<file path="src/rtl/rca_config_sequencer.sv">
// RCA configuration sequencer: expands one command into RCA config/use words.
// Optional LS_MASK config word enabled by macro RCA_CFG_LS_MASK_EN.
module rca_config_sequencer #(
  parameter int GRID_COUNT_W = 4
) (
  input  logic                    clk,
  input  logic                    rst,
  input  logic                    cmd_valid,
  output logic                    cmd_ready,
  input  logic [1:0]              cmd_slot,
  input  logic [6:0]              cmd_mask,
  input  logic [GRID_COUNT_W-1:0] cmd_grid_count,
  input  logic [4:0]              cmd_base_reg,
  input  logic                    cmd_use,
  input  logic                    cmd_use_fb,
  input  logic [4:0]              cmd_rd,
  output logic                    instr_valid,
  input  logic                    instr_ready,
  output logic [31:0]             instr,
  output logic                    instr_last,
  output logic                    busy,
  output logic                    done
);

  localparam logic [6:0] OPC = 7'b0101011;
  localparam int GW = GRID_COUNT_W + 1;

  typedef enum logic [1:0] {
    IDLE,
    EMIT,
    DONE
  } state_t;

  state_t          state_q, state_d;
  logic [7:0]      pend_q, pend_d;
  logic [GW-1:0]   grid_q, grid_d;
  logic [4:0]      ptr_q, ptr_d;
  logic [4:0]      base_q, rd_q;
  logic [1:0]      slot_q;
  logic            fb_q;

  logic [6:0]      mask_eff;
  logic [7:0]      pend_init;
  logic [2:0]      cur;
  logic            grid_more;
  logic            last_word;
  logic            accept;
  logic            fire;
  logic [31:0]     word;

`ifdef RCA_CFG_LS_MASK_EN
  assign mask_eff = cmd_mask;
`else
  assign mask_eff = cmd_mask & 7'h3F;
`endif

  assign pend_init = {cmd_use, mask_eff};
  assign accept    = cmd_valid && (state_q == IDLE);
  assign fire      = (state_q == EMIT) && instr_ready;

  // Bit 7 of pend is the trailing use word.
  always_comb begin
    cur = '0;
    for (int i = 7; i >= 0; i--) begin
      if (pend_q[i]) cur = 3'(i);
    end
  end

  assign grid_more = (cur == 3'd1) && (grid_q > GW'(1));
  assign last_word = ((pend_q & ~(8'd1 << cur)) == 8'd0) && !grid_more;

  always_comb begin
    if (cur == 3'd7) begin
      word = {6'd0, ~fb_q, base_q + 5'd1, base_q,
              1'b0, slot_q, rd_q, OPC};
    end else begin
      word = {7'd2 + {4'd0, cur}, ptr_q + 5'd1, ptr_q,
              1'b0, slot_q, 5'd0, OPC};
    end
  end

  always_comb begin
    state_d = state_q;
    pend_d  = pend_q;
    grid_d  = grid_q;
    ptr_d   = ptr_q;
    unique case (state_q)
      IDLE: begin
        if (accept) begin
          pend_d  = pend_init;
          grid_d  = {(cmd_grid_count == '0), cmd_grid_count};
          ptr_d   = cmd_base_reg;
          state_d = (pend_init == 8'd0) ? DONE : EMIT;
        end
      end
      EMIT: begin
        if (fire) begin
          if (cur != 3'd7) ptr_d = ptr_q + 5'd2;
          if (grid_more) begin
            grid_d = grid_q - GW'(1);
          end else begin
            pend_d = pend_q & ~(8'd1 << cur);
          end
          if (last_word) state_d = DONE;
        end
      end
      DONE:    state_d = IDLE;
      default: state_d = IDLE;
    endcase
  end

  always_ff @(posedge clk or posedge rst) begin
    if (rst) begin
      state_q <= IDLE;
      pend_q  <= '0;
      grid_q  <= '0;
      ptr_q   <= '0;
      base_q  <= '0;
      rd_q    <= '0;
      slot_q  <= '0;
      fb_q    <= 1'b0;
    end else begin
      state_q <= state_d;
      pend_q  <= pend_d;
      grid_q  <= grid_d;
      ptr_q   <= ptr_d;
      if (accept) begin
        base_q <= cmd_base_reg;
        rd_q   <= cmd_rd;
        slot_q <= cmd_slot;
        fb_q   <= cmd_use_fb;
      end
    end
  end

  assign cmd_ready   = (state_q == IDLE);
  assign instr_valid = (state_q == EMIT);
  assign instr       = (state_q == EMIT) ? word : 32'd0;
  assign instr_last  = (state_q == EMIT) && last_word;
  assign busy        = (state_q == EMIT) || (state_q == DONE);
  assign done        = (state_q == DONE);

endmodule

</file>
<file path="config.mk">
export PLATFORM = sky130hd
export DESIGN_NAME = rca_config_sequencer
export DESIGN_NICKNAME = d
export VERILOG_FILES = /design/src/rtl/rca_config_sequencer.sv
export SDC_FILE = /design/constraint.sdc
export NUM_CORES = 1
export LEC_CHECK = 0
export CAP_MARGIN = 20
export CELL_PAD_IN_SITES_DETAIL_PLACEMENT = 0
export CELL_PAD_IN_SITES_GLOBAL_PLACEMENT = 1
export CORE_ASPECT_RATIO = 2
export CORE_MARGIN = 1
export CORE_UTILIZATION = 36
export CTS_CLUSTER_DIAMETER = 80
export DETAILED_ROUTE_END_ITERATION = 10
export PLACE_DENSITY_LB_ADDON = 0.1
export SLEW_MARGIN = 20
export SYNTH_ARGS = -nofsm -noshare
export SYNTH_HDL_FRONTEND = slang
export SYNTH_SLANG_ARGS = --single-unit
export TNS_END_PERCENT = 5
</file>
<file path="constraint.sdc">
create_clock -name clk -period 3.4 [get_ports clk]
set_input_delay 0.68 -clock clk [delete_from_list [all_inputs] [get_ports clk]]
set_output_delay 0.68 -clock clk [all_outputs]
set_load 0.1 [all_outputs]
</file>
==> results.sh, run 1 <==
export IMPL_status="complete, no violations"
export IMPL_finalCritPeriodShare_pct=99.4
export IMPL_r2r_end="grid_q[4]"
export IMPL_ctsHtreeMaxLevel=2
export IMPL_hpwlAfterDp_mm=5.10
export IMPL_flow_area_growth_from_synthesis_pct=49.1
export IMPL_startpoint="pend_q[0]"
export IMPL_ys_warn_count=0
export IMPL_maxCapViolations=0
export IMPL_io_pin_count=66
export IMPL_endpoint_type_of_the_worst_setup_path="output port"
export IMPL_inserted_diodes=0
export IMPL_required_time_reported_for_the_critical_path_endpoint_ns=2.72
export IMPL_floorplan_die_area_um2=6820
export IMPL_critical_path_max_stage_delay_ns=0.57
export IMPL_grtUsageTotal_pct=21.4
export IMPL_layout_cells_most_common="dfrtp_1"
export IMPL_synth_edf_count=0
export IMPL_grt_max_degree=34
export IMPL_synth_avg_cell_area_um2=9.07
export IMPL_detailroute_via_count=2171
export IMPL_initialDrtViolationCount=106
export IMPL_critPathKind="reg -> out"
export IMPL_syn_cell_area_um2=2330
export IMPL_fraction_of_layout_cells_with_a_size_suffix_above_1_pct=29.1
export IMPL_slowest_stage="or4_4"
export IMPL_wl_per_cell_um=16.6
export IMPL_finalWeightedCongestion=0.825
export IMPL_cp_launch_type="register"
export IMPL_core_region_area_um2=6260
export IMPL_antenna_found_initial=0
export IMPL_reg2regPathDepth=8
export IMPL_synth_largest_area_cell="dfrtp_1"
export IMPL_path_delay_family="simple AND/OR/NAND/NOR gates"
export IMPL_initial_core_util_pct=37.3
export IMPL_clock_latency_ns=0.28
export IMPL_antenna_violating_nets_post_route=0
export IMPL_cp_buffers_inverters=1
export IMPL_routed_wirelength_mm=6.74
export IMPL_clock_transition_at_the_register_clock_pins_on_the_worst_setup_and_hold_paths_after_cts_ns=0.05
export IMPL_numCtsBuffers=5
export IMPL_numPortBuffers=57
export IMPL_max_clock_path_buffers=2
export IMPL_multiInputGateArea_um2=1480
export IMPL_finalSetupViolations=0
export IMPL_seq_area_um2=826
export IMPL_filler_cell_count=624
export IMPL_numClockSinks=33
export IMPL_synth_flop_cell="dfrtp_1"
export IMPL_syn_inst=257
export IMPL_timing_final_hold_violations=0
export IMPL_yosys_register_bits=33
export IMPL_setup_repair_after_global_routing_missed_its_margin="yes"
export IMPL_fp_dieW_um=58.9
export IMPL_grt_pass1_vias=2208
export IMPL_finalNetCount=356
export IMPL_synth_seq_area_share_pct=35.4
export IMPL_cell_chosen_for_the_clock_root="clkbuf_16"
export IMPL_tritoncts="done"
export IMPL_netlist_top_cells_area="dfrtp_1, mux2_2, ha_1, buf_4, a21oi_1"
export IMPL_post_cts_hold_buffer_count=0
export IMPL_dpl_cell_area_um2=3290
export IMPL_drtPass1Iterations=6
export IMPL_hold_start="rd_q[1]"
export IMPL_most_common_layout_cells="dfrtp_1, buf_4, clkdlybuf4s50_1"
export IMPL_hold_critical_path_depth=1
export IMPL_final_core_utilization_pct=55.6
export IMPL_period_minus_slack_ns=3.38
export IMPL_timing_hold_worst_endpoint="rd_q[1]"
export IMPL_row_count=41
export IMPL_synthDominantCellAreaShare_pct=35.4
export IMPL_ys_types=59
export IMPL_r2r_start="state_q[1]"
export IMPL_grt_overflow_total=0
export IMPL_worstMarginPinSlew_ns=0.570
export IMPL_finalMaxSlewViolations=0
export IMPL_fmaxAchievable_mhz=296
export IMPL_die_h_um=116
export IMPL_finalInstanceArea_um2=3480
export IMPL_hold_class="reg -> reg"
export IMPL_worst_endpoint_arrival_ns=2.70
export IMPL_detail_route_vias_per_cell=5.35
export IMPL_worst_slew_margin_relative_to_its_limit_pct=61.8
export IMPL_crit_chain="or4_4 > nor3_4 > nand2_4 > mux2_4 > ha_4 > nand3b_1 > mux2i_1 > a32o_4 > buf_12"
export IMPL_grt_pass1_wl_mm=11.0
export IMPL_r2r_setup_slack_ns=0.73
export IMPL_drc_violations_left=0
export IMPL_fin_worst_skew_ns=0.00292
export IMPL_critical_path_peak_fanout=10
export IMPL_postSynth_asyncResetShare_pct=100
==> final cells by class <==
class | instances | share of cell area [%]
Clock buffer | 7 | 4.10
Timing Repair Buffer | 75 | 24.6
Multi-Input combinational cell | 194 | 42.5
Tap cell | 86 | 3.09
Inverter | 10 | 1.08
Clock inverter | 1 | 0.863
Sequential cell | 33 | 23.7
==> worst max path at each step <==
stage	slack (ns)	endpoint	depth (start not counted)
final	0.02	instr[24]	9
after global routing	-0.09	instr[24]	9
after CTS	0.006	instr[24]	9
after detailed placement	0.19	instr[24]	10
after global placement	0.21	instr[24]	10
after floorplan	-0.20	instr[22]	11
==> registers in the layout (all words and copies together) (netlist names) <==
register / count
ptr_q: 5
fb_q: 1
base_q: 5
rd_q: 5
slot_q: 2
state_q: 2
pend_q: 8
grid_q: 5
==> cells by family (layout without fill, tap and decap cells) <==
logic type	Yosys count	after routing	synth area share, %
AND/OR/NAND/NOR	85	85	19.2
AO/OA/AOI/OAI	71	71	22.2
buffers and inverters	36	93	8.26
flip-flops	33	33	35.4
multiplexers	21	21	9.76
adder cells (fa/ha/maj)	8	8	4.29
XOR/XNOR	2	2	0.751
other	1	7	0.161
==> routing by layer <==
metal  share of wire (%)  vias up  routed length [um]  GRT usage, %
met3                 2.6       10                 178          2.79
met2                  55       50                3700          40.1
met1                  40     1057                2690          23.6
met4                 2.4        0                 162          7.78
met5                   0        -                   0             0
li1                    -     1054                   -             -
==> through the flow <==
step / cells / hold slack [ns] / worst slack, ns / setup TNS, ns
after floorplan: 263 / 0.471 / -0.202 / -0.617
after global placement: 397 / 0.480 / 0.205 / 0
after detailed placement: 397 / 0.487 / 0.189 / 0
after CTS: 406 / 0.499 / 0.00631 / 0
after global routing: 406 / 0.521 / -0.0866 / -0.0883
final: 406 / 0.497 / 0.0195 / 0
==> cells in the mapped netlist, types with 6 or more instances <==
| master | instances |
|---|---|
| clkbuf_1 | 12 |
| nor2_1 | 17 |
| nand3_1 | 8 |
| o21ai_0 | 10 |
| inv_1 | 9 |
| o22ai_1 | 7 |
| buf_4 | 11 |
| nand2_1 | 14 |
| nor2b_1 | 6 |
| mux2i_1 | 7 |
| nor3_1 | 12 |
| mux2_2 | 13 |
| ha_1 | 8 |
| dfrtp_1 | 33 |
| a21oi_1 | 14 |
| o21ai_1 | 7 |
| and3_1 | 8 |
==> timing repair <==
action | CTS | global route
pin swaps | 2 | 0
endpoints found under the setup margin | 2 | 2
resized for setup | 1 | 0
setup buffers | 1 | 0
Power of run 1 is left out: the tool's default activity adds up to more than one toggle a clock period on the data nets, which glitch-free logic cannot reach.
==> run 2: changes to the inputs <==
- CORE_ASPECT_RATIO: 2 -> unset
==> run 2 against run 1 <==
Cell count fell by 2.0%. Critical path type unchanged. The run now ends with negative setup slack left. Critical path depth stayed put. Non-clock buffer count rose by 3. Sequential share of layout area rose by 0.34 points. Via count is 1.2% higher. Setup slack got worse by 0.023 ns. Critical endpoint unchanged. First-iteration DRC count shrank 30%. Clock skew about the same. Cell area is 1.4% lower.
==> results.sh, run 2 (synthesized netlist as in run 1, its figures left out) <==
export IMPL_grtUsageTotal_pct=20.2
export IMPL_critPathKind="reg -> out"
export IMPL_setup_repair_after_global_routing_missed_its_margin="yes"
export IMPL_numClockSinks=33
export IMPL_finalCritPeriodShare_pct=100
export IMPL_core_region_area_um2=6100
export IMPL_initial_core_util_pct=38.3
export IMPL_worst_slew_margin_relative_to_its_limit_pct=58.0
export IMPL_finalInstanceArea_um2=3430
export IMPL_fmaxAchievable_mhz=294
export IMPL_status="finished, violations left"
export IMPL_ctsHtreeMaxLevel=2
export IMPL_die_h_um=82.5
export IMPL_slowest_stage="or4_4"
export IMPL_crit_chain="or4_4 > nor3_4 > nand2_4 > mux2_4 > ha_4 > nand3b_1 > mux2i_1 > a32o_4 > buf_12"
export IMPL_flow_area_growth_from_synthesis_pct=47.0
export IMPL_detail_route_vias_per_cell=5.52
export IMPL_clock_transition_at_the_register_clock_pins_on_the_worst_setup_and_hold_paths_after_cts_ns=0.08
export IMPL_max_clock_path_buffers=2
export IMPL_hpwlAfterDp_mm=4.50
export IMPL_dpl_cell_area_um2=3260
export IMPL_drc_violations_left=0
export IMPL_setup_slack_ns=-0.00357
export IMPL_violations="negative setup slack"
export IMPL_wl_per_cell_um=15.6
export IMPL_floorplan_die_area_um2=6800
export IMPL_required_time_reported_for_the_critical_path_endpoint_ns=2.72
export IMPL_final_core_utilization_pct=56.3
export IMPL_fin_worst_skew_ns=0.00340
export IMPL_post_cts_hold_buffer_count=0
export IMPL_finalSetupViolations=1
export IMPL_fraction_of_layout_cells_with_a_size_suffix_above_1_pct=30.3
export IMPL_cell_chosen_for_the_clock_root="clkbuf_8"
export IMPL_tritoncts="done"
export IMPL_row_count=28
export IMPL_largest_reg_flops=8
export IMPL_worstMarginPinSlew_ns=0.627
export IMPL_grt_overflow_total=0
export IMPL_detailroute_via_count=2198
export IMPL_cp_launch_type="register"
export IMPL_cp_buffers_inverters=1
export IMPL_timing_final_hold_violations=0
export IMPL_drtPass1Iterations=4
export IMPL_critical_path_max_stage_delay_ns=0.56
export IMPL_grt_pass1_vias=2092
export IMPL_finalWeightedCongestion=0.799
export IMPL_initialDrtViolationCount=74
export IMPL_critical_path_peak_fanout=6
export IMPL_grt_pass1_wl_mm=10.3
export IMPL_numCtsBuffers=5
export IMPL_worst_endpoint_arrival_ns=2.72
export IMPL_finalNetCount=359
export IMPL_path_delay_family="simple AND/OR/NAND/NOR gates"
export IMPL_numPortBuffers=57
export IMPL_routed_wirelength_mm=6.23
export IMPL_grt_max_degree=34
export IMPL_finalMaxSlewViolations=0
export IMPL_period_minus_slack_ns=3.40
export IMPL_io_pin_count=66
export IMPL_endpoint_type_of_the_worst_setup_path="output port"
export IMPL_clock_latency_ns=0.29
export IMPL_antenna_found_initial=0
export IMPL_final_setup_tns_ns=-0.00357
export IMPL_hold_class="reg -> reg"
export IMPL_antenna_violating_nets_post_route=0
export IMPL_most_common_layout_cells="dfrtp_1, buf_4, clkdlybuf4s50_1"
export IMPL_largest_register="pend_q"
export IMPL_maxCapViolations=0
export IMPL_inserted_diodes=0
export IMPL_fp_dieW_um=82.5
## run 2: area by class of cell
class / instances / area (um2)
Sequential cell: 33 / 826
Fill cell: 565 / 2670
Clock buffer: 5 / 68.8
Tap cell: 75 / 93.8
Clock inverter: 3 / 46.3
Timing Repair Buffer: 78 / 878
Inverter: 10 / 37.5
Multi-Input combinational cell: 194 / 1480
## run 2: final timing paths
check	startpoint	endpoint	slack (ns)	cells after the start
setup / recovery	pend_q[1]	instr[24]	-0.004	9
max in group asynchronous	rst	base_q[1]	2.29	3
hold reg to reg	rd_q[2]	rd_q[2]	0.50	1
hold / removal	rd_q[2]	rd_q[2]	0.50	1
min in group asynchronous	rst	rd_q[1]	0.79	3
setup reg to reg	state_q[1]	pend_q[7]	0.75	8
## run 2: per-stage QoR
step,hold slack [ns],setup WS (ns),instances
2_1_floorplan,0.471,-0.202,263
6_report,0.500,-0.00357,398
3_5_place_dp,0.485,0.194,384
3_3_place_gp,0.479,0.199,384
5_1_grt,0.516,-0.0841,398
4_1_cts,0.504,0.00107,394
## run 2: repair_timing
item | CTS | global route
buffers inserted | 2 | 4
endpoints found under the setup margin | 2 | 2
pin swaps | 3 | 5
resized for setup | 1 | 1
## run 2: metal layers
metal | GRT usage (%) | up-vias | wire (um)
li1 | - | 1063 | -
met1 | 28.3 | 1067 | 2830
met2 | 32.2 | 60 | 3070
met3 | 3.41 | 8 | 267
met4 | 5.34 | 0 | 65
met5 | 0 | - | 0
Power of run 2 is left out for the same reason.
